### config.mk
export PLATFORM = sky130hd
export DESIGN_NAME = twiddle_addr_gen
export DESIGN_NICKNAME = d
export VERILOG_FILES = /design/src/rtl/twiddle_pkg.sv /design/src/rtl/twiddle_rom.sv /design/src/rtl/twiddle_addr_gen.sv
export SDC_FILE = /design/constraint.sdc
export NUM_CORES = 1
export LEC_CHECK = 0
export BUFFER_PORTS_ARGS = -buffer_cell sky130_fd_sc_hd__buf_2
export CORE_MARGIN = 2
export CORE_UTILIZATION = 46
export CTS_CLUSTER_SIZE = 8
export DETAILED_ROUTE_END_ITERATION = 7
export GPL_TIMING_DRIVEN = 0
export MAX_ROUTING_LAYER = met4
export PLACE_DENSITY = 0.66
export RECOVER_POWER = 25
export SYNTH_ARGS = -nofsm -noshare
export SYNTH_HDL_FRONTEND = slang
export SYNTH_SLANG_ARGS = --single-unit
### constraint.sdc
create_clock -name clk -period 5.9 [get_ports clk]
set_clock_uncertainty 0.15 [all_clocks]
set_input_delay 0.295 -clock clk [delete_from_list [all_inputs] [get_ports clk]]
set_output_delay 0.295 -clock clk [all_outputs]
set_load 0.1 [all_outputs]
### src/rtl/twiddle_pkg.sv
// Shared constants, types and index helper for the 64-point radix-2 twiddle address generator.
package twiddle_pkg;

  localparam int N     = 64;
  localparam int LOG2N = 6;
  localparam int BFLY  = 32;

  localparam logic [2:0]       LAST_STAGE = 3'd5;
  localparam logic [4:0]       LAST_BFLY  = 5'd31;
  // cos(x) = -sin(x + 3pi/2), so the real part reads the same table a quarter turn back.
  localparam logic [LOG2N-1:0] RE_OFFSET  = LOG2N'(N * 3 / 4);

  typedef logic signed [8:0] twiddle_t;

  typedef enum logic [1:0] {
    IDLE,
    RUN,
    DONE
  } state_t;

  // k = (b mod 2^s) << (5 - s)
  function automatic logic [LOG2N-1:0] tw_index(input logic [2:0] s, input logic [4:0] b);
    logic [LOG2N-1:0] mask;
    mask = (6'd1 << s) - 6'd1;
    return ({1'b0, b} & mask) << (3'd5 - s);
  endfunction

endpackage

### src/rtl/twiddle_rom.sv
// Combinational 64-entry twiddle table: T[k] = -sin(2*pi*k/64) in Q1.8, saturated to +/-255.
module twiddle_rom
  import twiddle_pkg::*;
(
  input  logic [LOG2N-1:0] addr,
  output twiddle_t         data
);

  always_comb begin
    // NOTE: assigning a default before the case keeps this purely combinational; no latch can be inferred.
    data = '0;
    case (addr)
      6'd0:  data =  9'sd0;
      6'd1:  data = -9'sd25;
      6'd2:  data = -9'sd50;
      6'd3:  data = -9'sd74;
      6'd4:  data = -9'sd98;
      6'd5:  data = -9'sd121;
      6'd6:  data = -9'sd142;
      6'd7:  data = -9'sd162;
      6'd8:  data = -9'sd181;
      6'd9:  data = -9'sd198;
      6'd10: data = -9'sd213;
      6'd11: data = -9'sd226;
      6'd12: data = -9'sd237;
      6'd13: data = -9'sd245;
      6'd14: data = -9'sd251;
      6'd15: data = -9'sd255;
      6'd16: data = -9'sd255;
      6'd17: data = -9'sd255;
      6'd18: data = -9'sd251;
      6'd19: data = -9'sd245;
      6'd20: data = -9'sd237;
      6'd21: data = -9'sd226;
      6'd22: data = -9'sd213;
      6'd23: data = -9'sd198;
      6'd24: data = -9'sd181;
      6'd25: data = -9'sd162;
      6'd26: data = -9'sd142;
      6'd27: data = -9'sd121;
      6'd28: data = -9'sd98;
      6'd29: data = -9'sd74;
      6'd30: data = -9'sd50;
      6'd31: data = -9'sd25;
      6'd32: data =  9'sd0;
      6'd33: data =  9'sd25;
      6'd34: data =  9'sd50;
      6'd35: data =  9'sd74;
      6'd36: data =  9'sd98;
      6'd37: data =  9'sd121;
      6'd38: data =  9'sd142;
      6'd39: data =  9'sd162;
      6'd40: data =  9'sd181;
      6'd41: data =  9'sd198;
      6'd42: data =  9'sd213;
      6'd43: data =  9'sd226;
      6'd44: data =  9'sd237;
      6'd45: data =  9'sd245;
      6'd46: data =  9'sd251;
      6'd47: data =  9'sd255;
      6'd48: data =  9'sd255;
      6'd49: data =  9'sd255;
      6'd50: data =  9'sd251;
      6'd51: data =  9'sd245;
      6'd52: data =  9'sd237;
      6'd53: data =  9'sd226;
      6'd54: data =  9'sd213;
      6'd55: data =  9'sd198;
      6'd56: data =  9'sd181;
      6'd57: data =  9'sd162;
      6'd58: data =  9'sd142;
      6'd59: data =  9'sd121;
      6'd60: data =  9'sd98;
      6'd61: data =  9'sd74;
      6'd62: data =  9'sd50;
      6'd63: data =  9'sd25;
      default: data = '0;
    endcase
  end

endmodule

### src/rtl/twiddle_addr_gen.sv
// Streams the 192 (stage, butterfly, twiddle) tuples of a 64-point radix-2 FFT over a valid/ready link.
// Define TWIDDLE_CONJ_EN to emit conjugated twiddles (tw_im = -T[k]) for the inverse transform.
module twiddle_addr_gen
  import twiddle_pkg::*;
(
  input  logic                     clk,
  input  logic                     rst,
  input  logic                     start,
  input  logic                     out_ready,
  output logic                     out_valid,
  output twiddle_t                 tw_re,
  output twiddle_t                 tw_im,
  output logic [2:0]               stage,
  output logic [$clog2(BFLY)-1:0]  bfly,
  output logic                     last,
  output logic                     busy,
  output logic                     done
);

  state_t           state_q, state_nx;
  logic [2:0]       s_q, s_nx;
  logic [4:0]       b_q, b_nx;
  logic             load;
  logic             at_last;
  logic [LOG2N-1:0] k_nx;
  twiddle_t         rom_re, rom_im, im_sel;
  twiddle_t         re_q, im_q;

  assign at_last = (s_q == LAST_STAGE) && (b_q == LAST_BFLY);

  // Next (s, b) is computed here and its twiddle is registered alongside it, so outputs come straight from flops.
  always_comb begin
    state_nx = state_q;
    s_nx     = s_q;
    b_nx     = b_q;
    load     = 1'b0;
    case (state_q)
      IDLE: begin
        if (start) begin
          state_nx = RUN;
          s_nx     = 3'd0;
          b_nx     = 5'd0;
          load     = 1'b1;
        end
      end
      RUN: begin
        if (out_ready) begin
          if (at_last) begin
            state_nx = DONE;
          end else begin
            load = 1'b1;
            if (b_q == LAST_BFLY) begin
              b_nx = 5'd0;
              s_nx = s_q + 3'd1;
            end else begin
              b_nx = b_q + 5'd1;
            end
          end
        end
      end
      DONE:    state_nx = IDLE;
      default: state_nx = IDLE;
    endcase
  end

  assign k_nx = tw_index(s_nx, b_nx);

  twiddle_rom u_rom_im (
    .addr (k_nx),
    .data (rom_im)
  );

  twiddle_rom u_rom_re (
    .addr (k_nx + RE_OFFSET),
    .data (rom_re)
  );

`ifdef TWIDDLE_CONJ_EN
  assign im_sel = -rom_im;
`else
  assign im_sel = rom_im;
`endif

  always_ff @(posedge clk) begin
    // NOTE: state registers use non-blocking assignments so every flop samples pre-edge values.
    if (rst) begin
      state_q <= IDLE;
      s_q     <= '0;
      b_q     <= '0;
      re_q    <= '0;
      im_q    <= '0;
    end else begin
      state_q <= state_nx;
      s_q     <= s_nx;
      b_q     <= b_nx;
      if (load) begin
        re_q <= rom_re;
        im_q <= im_sel;
      end
    end
  end

  assign out_valid = (state_q == RUN);
  assign busy      = (state_q == RUN);
  assign done      = (state_q == DONE);
  assign last      = out_valid && at_last;
  assign stage     = s_q;
  assign bfly      = b_q;
  assign tw_re     = re_q;
  assign tw_im     = im_q;

endmodule

; ---- Yosys cells after proc, flatten, opt, wreduce, memory -nomap -nowiden
; Memory sizes are Yosys's and may differ from the RTL's. A register that Yosys moved wholly into a read port is not among the register bits.
; Cells that the tools add are included.
[op_classes]
addsub = 5
n_eq_ne = 7
shifts = 2
n_mux = 18
bitwise_logic = 1
n_reduce_logical = 4
[op_table]
columns = operator, count
row1 = 5-bit two-way mux, 4
row2 = 3-bit two-way mux, 4
row3 = 5-bit one-hot mux with 2 select lines, 1
row4 = 6-bit adder (second input constant), 1
row5 = 5-bit by 6-bit bitwise AND with 6-bit output, 1
row6 = 2-bit two-way mux, 3
row7 = 3-bit one-hot mux with 2 select lines, 1
row8 = 1-bit by 3-bit left shift with 6-bit output (first input constant), 1
row9 = 6-bit by 3-bit left shift with 6-bit output, 1
row10 = 6-bit by 1-bit subtractor with 6-bit output (second input constant), 1
row11 = 5-bit by 1-bit adder with 5-bit output (second input constant), 1
row12 = 5-bit == test (second input constant), 1
row13 = 2-bit inequality test (second input constant), 2
row14 = 2-bit one-hot mux with 2 select lines, 1
row15 = 3-bit by 1-bit adder with 3-bit output (second input constant), 1
row16 = 3-bit == test (second input constant), 1
row17 = 1-bit two-way mux, 3
row18 = 3-bit AND reduction, 1
row19 = 3-bit subtractor (first input constant), 1
row20 = 2-bit by 1-bit == test with 1-bit output (second input constant), 1
row21 = 2-bit == test (second input constant), 1
row22 = 1-bit logical AND, 2
row23 = 2-bit zero test, 1
row24 = 2-bit by 1-bit inequality test with 1-bit output (second input constant), 1
row25 = 1-bit one-hot mux with 2 select lines, 1
[totals]
reg_bits = 10
rom_bits = 1152
input_bits = 4
output_inout_bits = 30
elab_cells = 42
mem_count = 2
[mem_list]
columns = memory, depth, width, rd, rd_clocked_by_memory_dff, wr, line_no
row1 = (name not given), 64, 9, 1, 1, 0, twiddle_rom.sv:12  ; case (addr)
row2 = (name not given), 64, 9, 1, 1, 0, twiddle_rom.sv:12

; ---- Depth between registers and ports, before layout
; Gate-level depths: netlist (run 1).
[logic_depth]
depth_word = 10
depth_mapped = 23
mapped_depth_nobuf = 21

; ---- By module
; Synthesis (run 1) repeated with hierarchy kept, for this count alone.
[unflattened]
cells_unflattened = 440
hier_area_um2 = 3274.4
[modules_own_cells]
columns = module, instances, cells_each, area_each_um2, seq_area_each_um2
row1 = twiddle_addr_gen, 1, 205, 1614.0, 560.5
row2 = twiddle_rom at u_rom_im, 1, 116, 830.8, 0.0
row3 = twiddle_rom at u_rom_re, 1, 119, 829.5, 0.0

; ---- Least setup slack after synthesis (run 1)
; No wires, ideal clock.
[synth_timing]
kind = register -> register
startpoint = register b_q[0] (netlist: bfly[0])
endpoint = register im_q[6] (netlist: tw_im[6])
setup_ns = 0.120
arrival_time_ns = 5.237
required_time_ns = 5.630
setup_slack_ns = 0.393
stages_incl_launch_ff = 23
path_buffers = 3
synth_period_minus_slack_ns = 5.507
cell_sequence = dfxtp_1 ha_1 and3_1 ha_1 and3_1 clkbuf_1 nor4b_1 nor2_1 buf_2 ha_1 inv_1 o2111ai_1 a22oi_1 a31oi_2 or2_2 clkbuf_1 inv_1 ha_1 o31ai_1 or3_1 o211ai_1 and3_1 o31a_1
[synth_between]
elab_chain_cells = 9
elab_cells_between_ends = 20
classes_between = 3 x add/sub / 1 x eq/ne / 2 x shift / 12 x mux / 1 x bitwise / 1 x reduce/logical
[synth_lines]
columns = item, line_no
row1 = start: declaration, twiddle_addr_gen.sv:22  ; logic [4:0] b_q, b_nx;
row2 = start signal: assignment, twiddle_addr_gen.sv:95  ; b_q <= b_nx;
row3 = 5-bit == test, "twiddle_addr_gen.sv:29, twiddle_addr_gen.sv:52"
row4 = 3-bit two-way mux / 1-bit logical AND (equally long branches), "twiddle_addr_gen.sv:52, twiddle_addr_gen.sv:29"
row5 = 3-bit two-way mux, twiddle_addr_gen.sv:48  ; if (at_last) begin
row6 = 3-bit two-way mux, twiddle_addr_gen.sv:47  ; if (out_ready) begin
row7 = 3-bit one-hot mux with 2 select lines, twiddle_addr_gen.sv:37  ; case (state_q)
row8 = 1-bit by 3-bit left shift with 6-bit output, twiddle_pkg.sv:24  ; mask = (6'd1 << s) - 6'd1;
row9 = 6-bit by 1-bit subtractor with 6-bit output, twiddle_pkg.sv:24
row10 = 5-bit by 6-bit bitwise AND with 6-bit output, twiddle_pkg.sv:25  ; return ({1'b0, b} & mask) << (3'd5 - s);
row11 = 6-bit by 3-bit left shift with 6-bit output, twiddle_pkg.sv:25
row12 = end: declaration, twiddle_addr_gen.sv:27  ; twiddle_t re_q, im_q;
; Several ways; a longest one is shown, not always the timed one.
; A chain may end at the register's enable or synchronous reset.

; ---- Worst setup path in the final report (run 1)
[layout_timing]
startpoint = register b_q[0] (netlist: bfly[0])
endpoint = register re_q[6] (netlist: tw_re[6])
[layout_between]
elab_chain_cells = 10
elab_cells_between_ends = 21
classes_between = 4 x add/sub / 1 x eq/ne / 2 x shift / 12 x mux / 1 x bitwise / 1 x reduce/logical
[layout_lines]
columns = item, line_no
row1 = 5-bit == test, "twiddle_addr_gen.sv:29, twiddle_addr_gen.sv:52"
row2 = 3-bit two-way mux / 1-bit logical AND (equally long branches), "twiddle_addr_gen.sv:52, twiddle_addr_gen.sv:29"
row3 = 3-bit two-way mux, twiddle_addr_gen.sv:48
row4 = 3-bit two-way mux, twiddle_addr_gen.sv:47
row5 = 3-bit one-hot mux with 2 select lines, twiddle_addr_gen.sv:37
row6 = 1-bit by 3-bit left shift with 6-bit output, twiddle_pkg.sv:24
row7 = 6-bit by 1-bit subtractor with 6-bit output, twiddle_pkg.sv:24
row8 = 5-bit by 6-bit bitwise AND with 6-bit output, twiddle_pkg.sv:25
row9 = 6-bit by 3-bit left shift with 6-bit output, twiddle_pkg.sv:25
row10 = 6-bit adder, twiddle_addr_gen.sv:74  ; .addr (k_nx + RE_OFFSET),
row11 = end: declaration, twiddle_addr_gen.sv:27
; Several ways; a longest one is shown, not always the timed one.

==> results of run 1 <==
==> cell families after synthesis <==
logic type	after synthesis
AOI/OAI and AO/OA	156
xor gates and xnor gates	1
adders and majority gates	16
buffers and inverters	48
DFF	28
muxes	7
and+or+nand+nor	132
==> cell type report <==
cell class              instances  area [µm²]
inverters                      13        48.8
flip-flops and latches         28         561
multi-input cells             312        2150
repair buffers                 33         148
fillers                       628        2990
clock inverters                 1        30.0
plain buffers                  34         179
well taps                      77        96.3
clock buffers                   3        41.3
==> worst min-delay path by stage <==
stage / start / to / slack (ns) / cells past startpoint
after floorplan: rst / tw_im[1] / 0.40 / 2
after global placement: tw_im[8] / tw_im[8] / 0.29 / 2
after detailed placement: tw_im[8] / tw_im[8] / 0.30 / 2
after CTS: rst / tw_im[1] / 0.24 / 3
after global routing: rst / tw_im[1] / 0.29 / 3
final: rst / tw_im[1] / 0.24 / 3
==> report_power, final <==
group | switching, µW | total (µW) | leakage [µW] | internal [µW]
combinational | 107 | 128 | 0.000950 | 20.8
sequential | 4.89 | 203 | 0.000230 | 198
clock | 68.4 | 159 | 0.0000357 | 91.0
total | 180 | 490 | 0.00121 | 310
==> synth_stat cells (9+ instances only) <==
cell type,n,share of area
buf_2,11,0.019
inv_1,11,0.014
nor2_1,31,0.040
ha_1,16,0.069
nor3_1,17,0.029
nand2_1,27,0.035
a31oi_1,9,0.019
a21oi_1,23,0.039
dfxtp_1,28,0.19
o211ai_1,15,0.039
clkbuf_1,17,0.022
o21ai_0,19,0.033
nand3_1,14,0.024
==> routing by layer <==
layer,vias to the layer above,track usage,routed length [µm]
met1,1585,0.419,4340
met2,216,0.377,3930
met4,0,0.0924,219
met3,27,0.0435,1090
li1,1575,-,-
met5,-,-,0
==> sequential cells by signal, summed over array words and instances (netlist names) <==
signal   cells
bfly         5
stage        3
state_q      2
tw_im        9
tw_re        9
==> worst max-delay path: stages, from the launching register on <==
cell and delay [ns]:
dfxtp_1 0.39, ha_1 0.25, and3_1 0.18, ha_1 0.29, and3_1 0.20, clkbuf_1 0.15
nor4b_1 0.50, nor2_1 0.13, buf_2 0.21, ha_1 0.23, inv_1 0.09, o2111ai_1 0.15
a22oi_1 0.25, a31oi_2 0.10, or2_2 0.43, inv_1 0.28, ha_1 0.38, or2_2 0.20
o31ai_4 0.14, or3_1 0.38, o211ai_1 0.12, nand3_1 0.11, a211oi_1 0.22
==> through the flow <==
step,utilization,cell area [µm²],hold WS [ns]
floorplan,-,2920,0.400
global placement,0.510,3180,0.292
detailed placement,0.510,3180,0.296
CTS,0.522,3260,0.238
global route,0.521,3250,0.294
finish,0.521,3250,0.242
==> timing repair <==
action	CTS	global route
resized for setup	1	2
pin swaps	0	1
setup endpoints to repair	6	12
==> metrics.txt, run 1 <==
data required time of the worst path=approximately 6.0 ns; global-route wire length before repair=between 15 and 20 mm; crit path launch type=register; Synth Cell Area=between 2000 and 3000 µm²; xor/xnor share of the synthesized area=0.00300; register area share after synthesis=0.192; share of cells above drive strength 1=0.149; multiplexer area fraction after synthesis=0.0257; final worst slack=0.283 ns; worst setup path start=bfly[0]; Adder-Cell Fraction of Synth Area=0.0686; routability cong.=between 1 and 1.5; DP HPWL=between 7 and 8 mm; crit end category=register; reg2reg start=bfly[0]; Hold/Removal Path Class=input port to register; final worst-path cycle share=0.952; worst vdd ir=0.156 mV; Final #Nets=445; Vias/cell=6.79; via count=3403; Top-Level Pins=34; Fin. Hold Viols=0; Max H-tree Level=1; Die Y=83.7 µm; routed wire length=9.58 mm; worst skew pair latency=0.28 ns; crit path capture=tw_re[6]; Slew Limit Fails=0; root buffer cell=clkbuf_8; Setup TNS=0 ns; Setup Buffers After CTS=0; Buffers on Ports=33; simple-gate share of the synthesized area=0.228; Post-synth ARST share=0; CTS max path bufs=2; Antenna Diode Count=0; drt pass-1 iters=5; drt drc=0; Post-CTS Hold Buffers=0; Tot GR Track Use=0.279; synth warn=0; non-filler cells, final=about 500; Worst R2R End=tw_re[6]; die area=7000 µm²; Detailed Route Iter0 Violations=485; Lkg Pwr=between 0.001 and 0.0015 µW; worst slew pin tran=around 1.2 ns; commonest cells after routing, fill and taps aside=nor2_1 (31), buf_2 (30), clkbuf_1 (30); vias in the first global route=3075; largest net degree at the start of global routing=17; CP Class=register to register; top_reg_cell synth=dfxtp_1; crit path DAT=between 5 and 6 ns; synth unique cells=75; EDFF count, synth=0; DP Worst Slack=-0.257 ns; core area=6240 µm²; average size of a mapped cell=7.53 µm²; area grow syn2layout=11.3%; Max Fclk=between 0.15 and 0.2 GHz; chip width=83.7 µm; status=completed; Clk pin slew, worst setup/hold paths=0.11 ns; Slew HR=0.225; Max-Cap Viols=0; pwr dens=151 nW/µm²; RSZ-0062 raised after global routing=false; Inserted Clock Buffers=3; minimum clock period=5.62 ns; worst-path fanout max=11; reg2reg setup slack=0.28 ns; worst r2r path cells=22; dpl cells=498; total grt overflow=0; Syn Nets=just over 400; initial antenna violation count=0; largest family of logic cells by synthesized area=compound AO/OA/AOI/OAI gates; antenna viol nets, final=0; clock sinks=28; starting utilization of the core area=0.468; final setup fails=0; total power=490 µW; CTS tree=built; post-synthesis compound-gate area fraction=0.404; Cells after Synth=388; row count=29; drt wl/cell=19.1 µm; Yosys reg bits=28; commonest non-fill, non-tap cell in the layout=nor2_1
Power figures use the tool's default switching activity.
==> run 2, diff against run 1 <==
--- a/config.mk
+++ b/config.mk
@@ -5,6 +5,7 @@
 export SDC_FILE = /design/constraint.sdc
 export NUM_CORES = 1
 export LEC_CHECK = 0
+export ABC_AREA = 1
 export BUFFER_PORTS_ARGS = -buffer_cell sky130_fd_sc_hd__buf_2
 export CORE_MARGIN = 2
 export CORE_UTILIZATION = 46
@@ -12,7 +13,7 @@
 export DETAILED_ROUTE_END_ITERATION = 7
 export GPL_TIMING_DRIVEN = 0
 export MAX_ROUTING_LAYER = met4
-export PLACE_DENSITY = 0.66
+export PLACE_DENSITY_LB_ADDON = 0.1
 export RECOVER_POWER = 25
 export SYNTH_ARGS = -nofsm -noshare
 export SYNTH_HDL_FRONTEND = slang
==> metrics.txt, run 2 <==
share of Yosys cell area claimed by the top area cell type=0.268 (+0.0758); vias in the first global route=2810 (-8.6%); crit path launch type=register; CP max stage delay=0.43 ns (-0.07 ns); M1 GR Usage=0.371 (-0.0475); drt pass-1 iters=5 (unchanged); via count=3211 (-5.6%); Tot GR Track Use=0.241 (-0.0384); Max-Cap Viols=0 (unchanged); Max H-tree Level=1 (unchanged); worst slew pin tran=1.17 ns (+0.00563 ns); Die Y=82.9 µm (-0.98%); routability cong.=0.947 (-11%); Top-Level Pins=34 (unchanged); CP Class=register to register; starting utilization of the core area=0.480 (+0.0123); main area contributors after synthesis=nand2_1 (27%), dfxtp_1 (20%), nand3_1 (11%); final worst-path cycle share=0.736 (-0.216); die area=6860 µm² (-2.0%); met3 Use GR=0.0179 (-0.0256); Post-synth ARST share=0 (unchanged); worst vdd ir=0.124 mV (-21%); cts repair resizes=0 (-1); DP HPWL=6.29 mm (-11%); gr busiest metal=met1; Yosys reg bits=28 (unchanged); worst skew pair latency=0.27 ns (about the same); minimum clock period=4.34 ns (-1.28 ns); critical path cell sequence=ha_1 -> nand2_1 -> nor2_1 -> ha_1 -> nand3_2 -> nand3_1 -> nand2_1 -> nand2_1 -> nand2_2 -> buf_4 -> ha_1 -> inv_1 -> nor2_2 -> inv_2 -> ha_1 -> nand2_2 -> inv_1 -> o21ai_0 -> o21ai_1 -> nand2_1 -> nand2_1 -> nor2_1 -> nor2_1; largest net degree at the start of global routing=15 (-2); Fin. Hold Viols=0 (unchanged); Post-CTS Hold Buffers=0 (unchanged); average size of a mapped cell=5.63 µm² (-25%); simple-gate share of the synthesized area=0.525 (+0.297); chip width=82.9 µm (-0.98%); Vias/cell=5.20 (-24%); commonest non-fill, non-tap cell in the layout=nand2_1; RSZ-0062 raised after global routing=false; Most common cell on crit path=nand2_1; row count=28 (-3.4%); Slew HR=0.221 (-0.00374); worst-path fanout max=11 (unchanged); Clk pin slew, worst setup/hold paths=0.09 ns (-0.02 ns); area grow syn2layout=9.71%; hold-critical path depth=2 (-1); share of cells above drive strength 1=0.131 (-0.0178); total grt overflow=0 (unchanged); synth cell count leaders=nand2_1 (204), nand3_1 (62), nor2_1 (42), inv_1 (38), o21ai_0 (29); register area share after synthesis=0.196 (+0.00403); most frequent cell after synthesis=nand2_1; Top delay family on crit path=simple AND/OR/NAND/NOR gates; post-synthesis compound-gate area fraction=0.0984 (-0.306); drt wl/cell=13.0 µm (-32%); met2 global-route usage=0.337 (-0.0402); Lkg Pwr=0.00173 µW (+42%); root buffer cell=clkbuf_8; drt drc=0 (unchanged); data required time of the worst path=5.92 ns (-0.03 ns); crit path buf inv count=4 (unchanged); core area=5960 µm² (-4.6%); Final #Nets=565 (+27%); Syn Nets=528 (+29%); crit path DAT=4.36 ns (-1.31 ns); synth warn=0 (unchanged); Antenna Diode Count=0 (unchanged); Slew Limit Fails=0 (unchanged); clock sinks=28 (unchanged); Hold/Removal Path Class=input port to register; final setup fails=0 (unchanged); CTS max path bufs=2 (unchanged); crit end category=register; global-route wire length before repair=13.7 mm (-13%); Setup TNS=0 ns (unchanged); Adder-Cell Fraction of Synth Area=0.0700 (+0.00144); critical path's slowest cell=dfxtp_1; status=completed; Setup Buffers After CTS=0 (unchanged); Synth Cell Area=2860 µm² (-2.1%); Buffers on Ports=32 (-3.0%); top_reg_cell synth=dfxtp_1; initial antenna violation count=0 (unchanged); Cells after Synth=508 (+31%); commonest cells after routing, fill and taps aside=nand2_1 (204), nand3_1 (62), nor2_1 (42); EDFF count, synth=0 (unchanged); largest family of logic cells by synthesized area=simple AND/OR/NAND/NOR gates; critical path depth=23 (+4.5%); multiplexer area fraction after synthesis=0 (-0.0257); Max Fclk=0.230 GHz (+29%); share of the core filled with cells=0.527 (+0.00604); pwr dens=158 nW/µm² (+4.9%); Inserted Clock Buffers=3 (unchanged); routed wire length=8.05 mm (-16%); xor/xnor share of the synthesized area=0 (-0.00300); dominant cell type by area after synthesis=nand2_1; CTS tree=built; Detailed Route Iter0 Violations=316 (-35%); synth unique cells=31 (-59%); antenna viol nets, final=0 (unchanged); worst r2r path cells=23 (+4.5%)
## run 2: changes by cell type after synthesis, moves of 7 or more
cell      before  now
and3_1         7    0
clkbuf_1      17    5
nand3_2        0    8
o211ai_1      15    1
nor2_1        31   42
nor3_1        17    1
a211oi_1       7    0
nand2_1       27  204
inv_1         11   38
a31oi_1        9    1
nand3_1       14   62
o21ai_0       19   29
a21oi_1       23   13
## run 2: area by class of cell
type                       instances  area [µm²]
fill                             655        2820
timing repair buffer              32         143
sequential                        28         561
inverter                          47         179
multi-input combinational        412        1980
tap                               75        93.8
clock buffer                       3        41.3
buffer                            21         138
## run 2: where the power goes
| group | internal (µW) | total (µW) | switching, µW |
|---|---|---|---|
| combinational | 32.5 | 187 | 155 |
| sequential | 201 | 208 | 6.36 |
| clock | 45.8 | 102 | 55.7 |
| total | 280 | 496 | 217 |
## run 2: path summary, 6_finish.rpt
check,start,to,slack (ns)
min,rst,tw_re[0],0.06
min reg2reg,tw_re[0],tw_re[0],0.32
max reg2reg,bfly[0],tw_im[6],1.56
max,bfly[0],tw_im[6],1.56
## run 2: worst register-to-register path: cells and delay by family, from the launching register on
kind            cells  cell delay, ns
compound gates      2            0.30
fa+ha+maj           4            1.19
simple gates       13            1.61
buf+inv             4            0.54
flops               1            0.43
## run 2: cell families after synthesis
family / count (synthesis)
AOI/OAI and AO/OA: 54
buffers and inverters: 68
DFF: 28
adders and majority gates: 16
and+or+nand+nor: 342
## run 2: stage by stage
step                      hold slack [ns]  instance area [µm²]  worst slack [ns]  cells  total power (µW)
after floorplan                     0.214                 2860              1.46    508               370
after global placement              0.297                 3110              1.73    615               399
after detailed placement            0.300                 3110              1.66    615               400
after CTS                          0.0582                 3160              1.61    618               502
after global routing               0.0572                 3140              1.17    618               521
final                              0.0583                 3140              1.56    618               496
## run 2: metal layers
| layer | up-vias | routed length (µm) |
|---|---|---|
| li1 | 1686 | - |
| met5 | - | 0 |
| met1 | 1386 | 4200 |
| met3 | 11 | 517 |
| met4 | 0 | 119 |
| met2 | 128 | 3220 |
